===== src/rtl/dsp_pkg.sv =====
// Shared types and constants for the serial adder controller.
// Holds the FSM state encoding, default geometry and the counter sizing helper.
package dsp_pkg;

  typedef enum logic [1:0] {
    IDLE = 2'd0,
    RUN  = 2'd1,
    DONE = 2'd2
  } state_e;

  localparam int WIDTH_DEF = 32;
  localparam int SLICE_DEF = 4;

  // Bits needed to count 0..n-1, never fewer than one.
  function automatic int clog2(input int n);
    int r;
    r = 0;
    for (int i = 0; i < 32; i++) begin
      if ((1 << r) < n) r = r + 1;
    end
    return (r < 1) ? 1 : r;
  endfunction

endpackage


===== src/rtl/slice_adder.sv =====
// Purely combinational SLICE-bit ripple-carry adder.
// The controller steps this single slice across the full operand width.
module slice_adder #(
  parameter int SLICE = 4
) (
  input  logic [SLICE-1:0] a_s,
  input  logic [SLICE-1:0] b_s,
  input  logic             c_in,
  output logic [SLICE-1:0] s,
  output logic             c_out
);

  logic [SLICE:0] c;

  assign c[0] = c_in;

  for (genvar gi = 0; gi < SLICE; gi++) begin : g_bit
    assign s[gi]   = a_s[gi] ^ b_s[gi] ^ c[gi];
    assign c[gi+1] = (a_s[gi] & b_s[gi]) | (c[gi] & (a_s[gi] ^ b_s[gi]));
  end

  assign c_out = c[SLICE];

endmodule


===== src/rtl/serial_adder_ctrl.sv =====
// Multi-cycle wide adder: one SLICE-bit slice per clock, LSB slice first.
// Valid/ready on both sides; the published sum only changes on the completion edge.
module serial_adder_ctrl
  import dsp_pkg::*;
#(
  parameter int WIDTH = WIDTH_DEF,
  parameter int SLICE = SLICE_DEF
) (
  input  logic             clk,
  input  logic             rst,
  input  logic             in_valid,
  output logic             in_ready,
  input  logic [WIDTH-1:0] a,
  input  logic [WIDTH-1:0] b,
  input  logic             cin,
  output logic             out_valid,
  input  logic             out_ready,
  output logic [WIDTH-1:0] sum,
  output logic             cout,
  output logic             busy
);

  localparam int NSLICE = WIDTH / SLICE;
  localparam int IDXW   = clog2(NSLICE);
  localparam logic [IDXW-1:0] LAST_IDX = IDXW'(NSLICE - 1);

  if ((WIDTH % SLICE) != 0) begin : g_bad_geometry
    $error("serial_adder_ctrl: WIDTH must be a multiple of SLICE");
  end

  state_e            state_q, state_d;
  logic [IDXW-1:0]   idx_q, idx_d;
  logic [WIDTH-1:0]  opa_q, opa_d;
  logic [WIDTH-1:0]  opb_q, opb_d;
  logic [WIDTH-1:0]  work_q, work_d;
  logic [WIDTH-1:0]  sum_q, sum_d;
  logic              carry_q, carry_d;
  logic              cout_q, cout_d;
  logic              ready_q, ready_d;

  logic [SLICE-1:0]       sl_sum;
  logic                   sl_cout;
  logic [WIDTH+SLICE-1:0] work_cat;
  logic [WIDTH-1:0]       work_shift;

  slice_adder #(
    .SLICE (SLICE)
  ) u_slice (
    .a_s   (opa_q[SLICE-1:0]),
    .b_s   (opb_q[SLICE-1:0]),
    .c_in  (carry_q),
    .s     (sl_sum),
    .c_out (sl_cout)
  );

  // New slice enters at the top; after NSLICE steps the LSB slice sits at bit 0.
  assign work_cat   = {sl_sum, work_q};
  assign work_shift = work_cat[WIDTH+SLICE-1:SLICE];

  always_comb begin
    state_d = state_q;
    idx_d   = idx_q;
    opa_d   = opa_q;
    opb_d   = opb_q;
    work_d  = work_q;
    sum_d   = sum_q;
    carry_d = carry_q;
    cout_d  = cout_q;

    case (state_q)
      IDLE: begin
        if (in_valid && ready_q) begin
          opa_d   = a;
          opb_d   = b;
          carry_d = cin;
          idx_d   = '0;
          state_d = RUN;
        end
      end
      RUN: begin
        opa_d   = opa_q >> SLICE;
        opb_d   = opb_q >> SLICE;
        work_d  = work_shift;
        carry_d = sl_cout;
        idx_d   = idx_q + 1'b1;
        if (idx_q == LAST_IDX) begin
          sum_d   = work_shift;
          cout_d  = sl_cout;
          idx_d   = '0;
          state_d = DONE;
        end
      end
      DONE: begin
        if (out_ready) state_d = IDLE;
      end
      default: state_d = IDLE;
    endcase

    // Registered so in_ready stays low through the reset cycle itself.
    ready_d = (state_d == IDLE);
  end

  always_ff @(posedge clk) begin
    if (rst) begin
      state_q <= IDLE;
      idx_q   <= '0;
      opa_q   <= '0;
      opb_q   <= '0;
      work_q  <= '0;
      sum_q   <= '0;
      carry_q <= 1'b0;
      cout_q  <= 1'b0;
      ready_q <= 1'b0;
    end else begin
      state_q <= state_d;
      idx_q   <= idx_d;
      opa_q   <= opa_d;
      opb_q   <= opb_d;
      work_q  <= work_d;
      sum_q   <= sum_d;
      carry_q <= carry_d;
      cout_q  <= cout_d;
      ready_q <= ready_d;
    end
  end

  assign in_ready  = ready_q;
  assign out_valid = (state_q == DONE);
  assign busy      = (state_q != IDLE);
  assign sum       = sum_q;
  assign cout      = cout_q;

endmodule

===== config.mk =====
export PLATFORM = sky130hd
export DESIGN_NAME = serial_adder_ctrl
export DESIGN_NICKNAME = d
export VERILOG_FILES = /design/src/rtl/dsp_pkg.sv /design/src/rtl/slice_adder.sv /design/src/rtl/serial_adder_ctrl.sv
export SDC_FILE = /design/constraint.sdc
export NUM_CORES = 1
export LEC_CHECK = 0
export ABC_CLOCK_PERIOD_IN_PS = 2100
export CELL_PAD_IN_SITES_DETAIL_PLACEMENT = 1
export CELL_PAD_IN_SITES_GLOBAL_PLACEMENT = 2
export CORE_MARGIN = 2
export CORE_UTILIZATION = 27
export DETAILED_ROUTE_END_ITERATION = 6
export GPL_ROUTABILITY_DRIVEN = 0
export PLACE_DENSITY = 0.71
export SYNTH_ARGS = -nofsm -noshare
export SYNTH_HDL_FRONTEND = slang
export SYNTH_SLANG_ARGS = --single-unit

===== constraint.sdc =====
create_clock -name clk -period 2.1 [get_ports clk]
set_input_delay 0.42 -clock clk [delete_from_list [all_inputs] [get_ports clk]]
set_output_delay 0.42 -clock clk [all_outputs]
set_load 0.1 [all_outputs]

==> out/results.txt <==
Period Utilization, post-route: 1.00
Worst-path clk slew: 0.06 ns
GRT Residual Overflow: 0
Final Setup Violations: 0
IO Count: 105
Largest net degree at the start of global routing: 57
Most frequent cell after synthesis: nand2_1
CTS H-tree depth: 4
Port Buffers: 104
Post-synth net total: 721
FMAX: 0.476 GHz
Clk sinks: 132
Status: finished, final reports clean
Critical Path Sink Type: flop
Worst setup SP type: flop
Area growth syn-to-layout: 33.1%
Skew final: 0.00711 ns
Layout cells sized above 1: 0.168
Final worst setup slack: 0.000220 ns
Worst-Margin Slew: 0.484 ns
WP data arrival: 2.44 ns
GRT Util Overall: 0.154
Die Width: 146 um
Via density: 4.75
Max Cap Violations: 0
Place WS: -0.0919 ns
Placed Cells incl. Taps: 979
Fin. max-slew vios: 0
Diodes inserted: 0
Placed Area: 6650 um2
Worst hold path class: in2reg
Postcts setup bufs: 0
Starting Density: 0.273
Cell Rows: 52
First-pass GRT wire length: 26,100 um
Routed WL: 15,900 um
Wire per inst: 15.8 um
Hold Fails Final Rpt: 0
Mean Syn Cell Area: 8.46 um2
Maximum vdd drop: 0.000504 V
Finished Layout Cells: 1,010
Cell taking the most area after synthesis: dfxtp_1
Cell repeated most along the worst path: fa_2
1st-pass router iterations: 4
Sequential fraction of the synthesis area: 0.483
Synth top area share: 0.483
Clock Tree Buf Depth: 2
Slew headroom: 0.677
Initial DRC count: 137
Synth cell count leaders: nand2_1, dfxtp_1, a21oi_1
Core ar.: 20,000 um2
Ys async rst share: 0
Post-route ant nets: 0
CTS tree: built
EDFF count, synth: 0
RSZ-0062 raised after global routing: true
Root Driver: clkbuf_16
Post-Route Setup TNS: 0 ns
Ys flop type: dfxtp_1
Clock latency on the worst-skew pair: 0.42 ns
DR DRC count: 0
CP Cell Sequence: fa_2 -> inv_2 -> fa_2 -> inv_2 -> fa_2 -> inv_2 -> fa_2 -> a211oi_2
Synth area leaders: dfxtp_1, nand2_1, a21oi_1, a311oi_1, a311oi_2
Layout Nets: 803
Die ar.: 21,400 um2
Crit path kind: reg2reg
FF-to-FF setup slack: 0.0002 ns
Die H: 146 um
Crit path time final: 2.10 ns
Antenna violations before repair: 0
Worst Path Max Fanout: 2
Mapped Area: 5470 um2
Leak pwr: 0.00258 uW
DP HPWL: 11,100 um
Final core occ: 0.363
Vias in the first global route: 5,124
Post-Synthesis Cells: 646
Total number of yosys warnings: 0
Synth cell types: 34
CP max-delay cell: fa_2
Pwr/cell area: 896 nW/um2
FF+latch count, synth: 132
CTS Buf Count: 17
Req. time, crit path: 2.44 ns
Delay of the slowest critical-path stage: 0.45 ns
Routed vias: 4,798
Finished Cell Area: 7280 um2
layout make-up:
type                       instances  area [um2]
fill                            2394       12800
sequential                       132        2650
inverter                           8        30.0
multi-input combinational        446        2470
tap                              270         338
clock inverter                    13         161
timing repair buffer             123        1200
clock buffer                      18         429
through the flow:
step / hold WS (ns) / total power (uW)
floorplan: 0.432 / 3290
global route: 0.404 / 6810
finish: 0.404 / 6520
detailed placement: 0.452 / 3620
CTS: 0.384 / 6610
global placement: 0.445 / 3590
sequential cells by signal, indices dropped and copies added (netlist names):
name      count
in_ready      1
opa_q        32
cout          1
sum          32
idx_q         3
opb_q        32
carry_q       1
work_q       28
state_q       2
report_power, final:
part           total (uW)  switching, uW  internal [uW]
Sequential           2750           96.0           2650
Combinational         824            447            377
Clock                2950           1100           1850
critical path, delay by kind of cell (launching register included):
kind | cells | cell delay (ns)
adder cells (fa/ha/maj) | 4 | 1.35
flip-flops | 1 | 0.33
AO/OA/AOI/OAI | 1 | 0.18
buffers and inverters | 3 | 0.17
cell families (layout without fill, tap and decap cells):
family,count (synthesis),after routing,synth area share
and+or+nand+nor,246,246,0.179
AOI/OAI and AO/OA,193,193,0.243
DFF,132,132,0.483
buffers and inverters,68,162,0.0735
adders and majority gates,6,6,0.0192
muxes,1,1,0.00206
layout by cell type, fill, tap and decap left out, drive strengths merged, types with 8 or more instances in the layout:
| cell | instances |
|---|---|
| buf | 56 |
| a311oi | 57 |
| a22o | 8 |
| clkbuf | 18 |
| inv | 8 |
| a21oi | 119 |
| clkdlybuf4s50 | 67 |
| dfxtp | 132 |
| nand2 | 227 |
per-layer routing:
metal	vias up	track usage	share of wire
met3	15	0.0459	0.044
li1	2392	-	-
met5	-	0	0
met2	90	0.269	0.50
met4	0	0.0471	0.011
met1	2301	0.182	0.44
final timing paths:
kind,from,end,depth (start not counted)
max reg2reg,opa_q[0],sum[31],8
min,rst,opa_q[22],2
max,opa_q[0],sum[31],8
min reg2reg,sum[3],sum[3],2
timing repair:
action / CTS / global route
endpoints found under the hold margin: 0 / 0
cloned: 0 / 0
hold buffers: 0 / 0
pin swaps: 4 / 4
setup endpoints to repair: 3 / 3
resized for setup: 12 / 2
(Power assumes the default switching activity.)
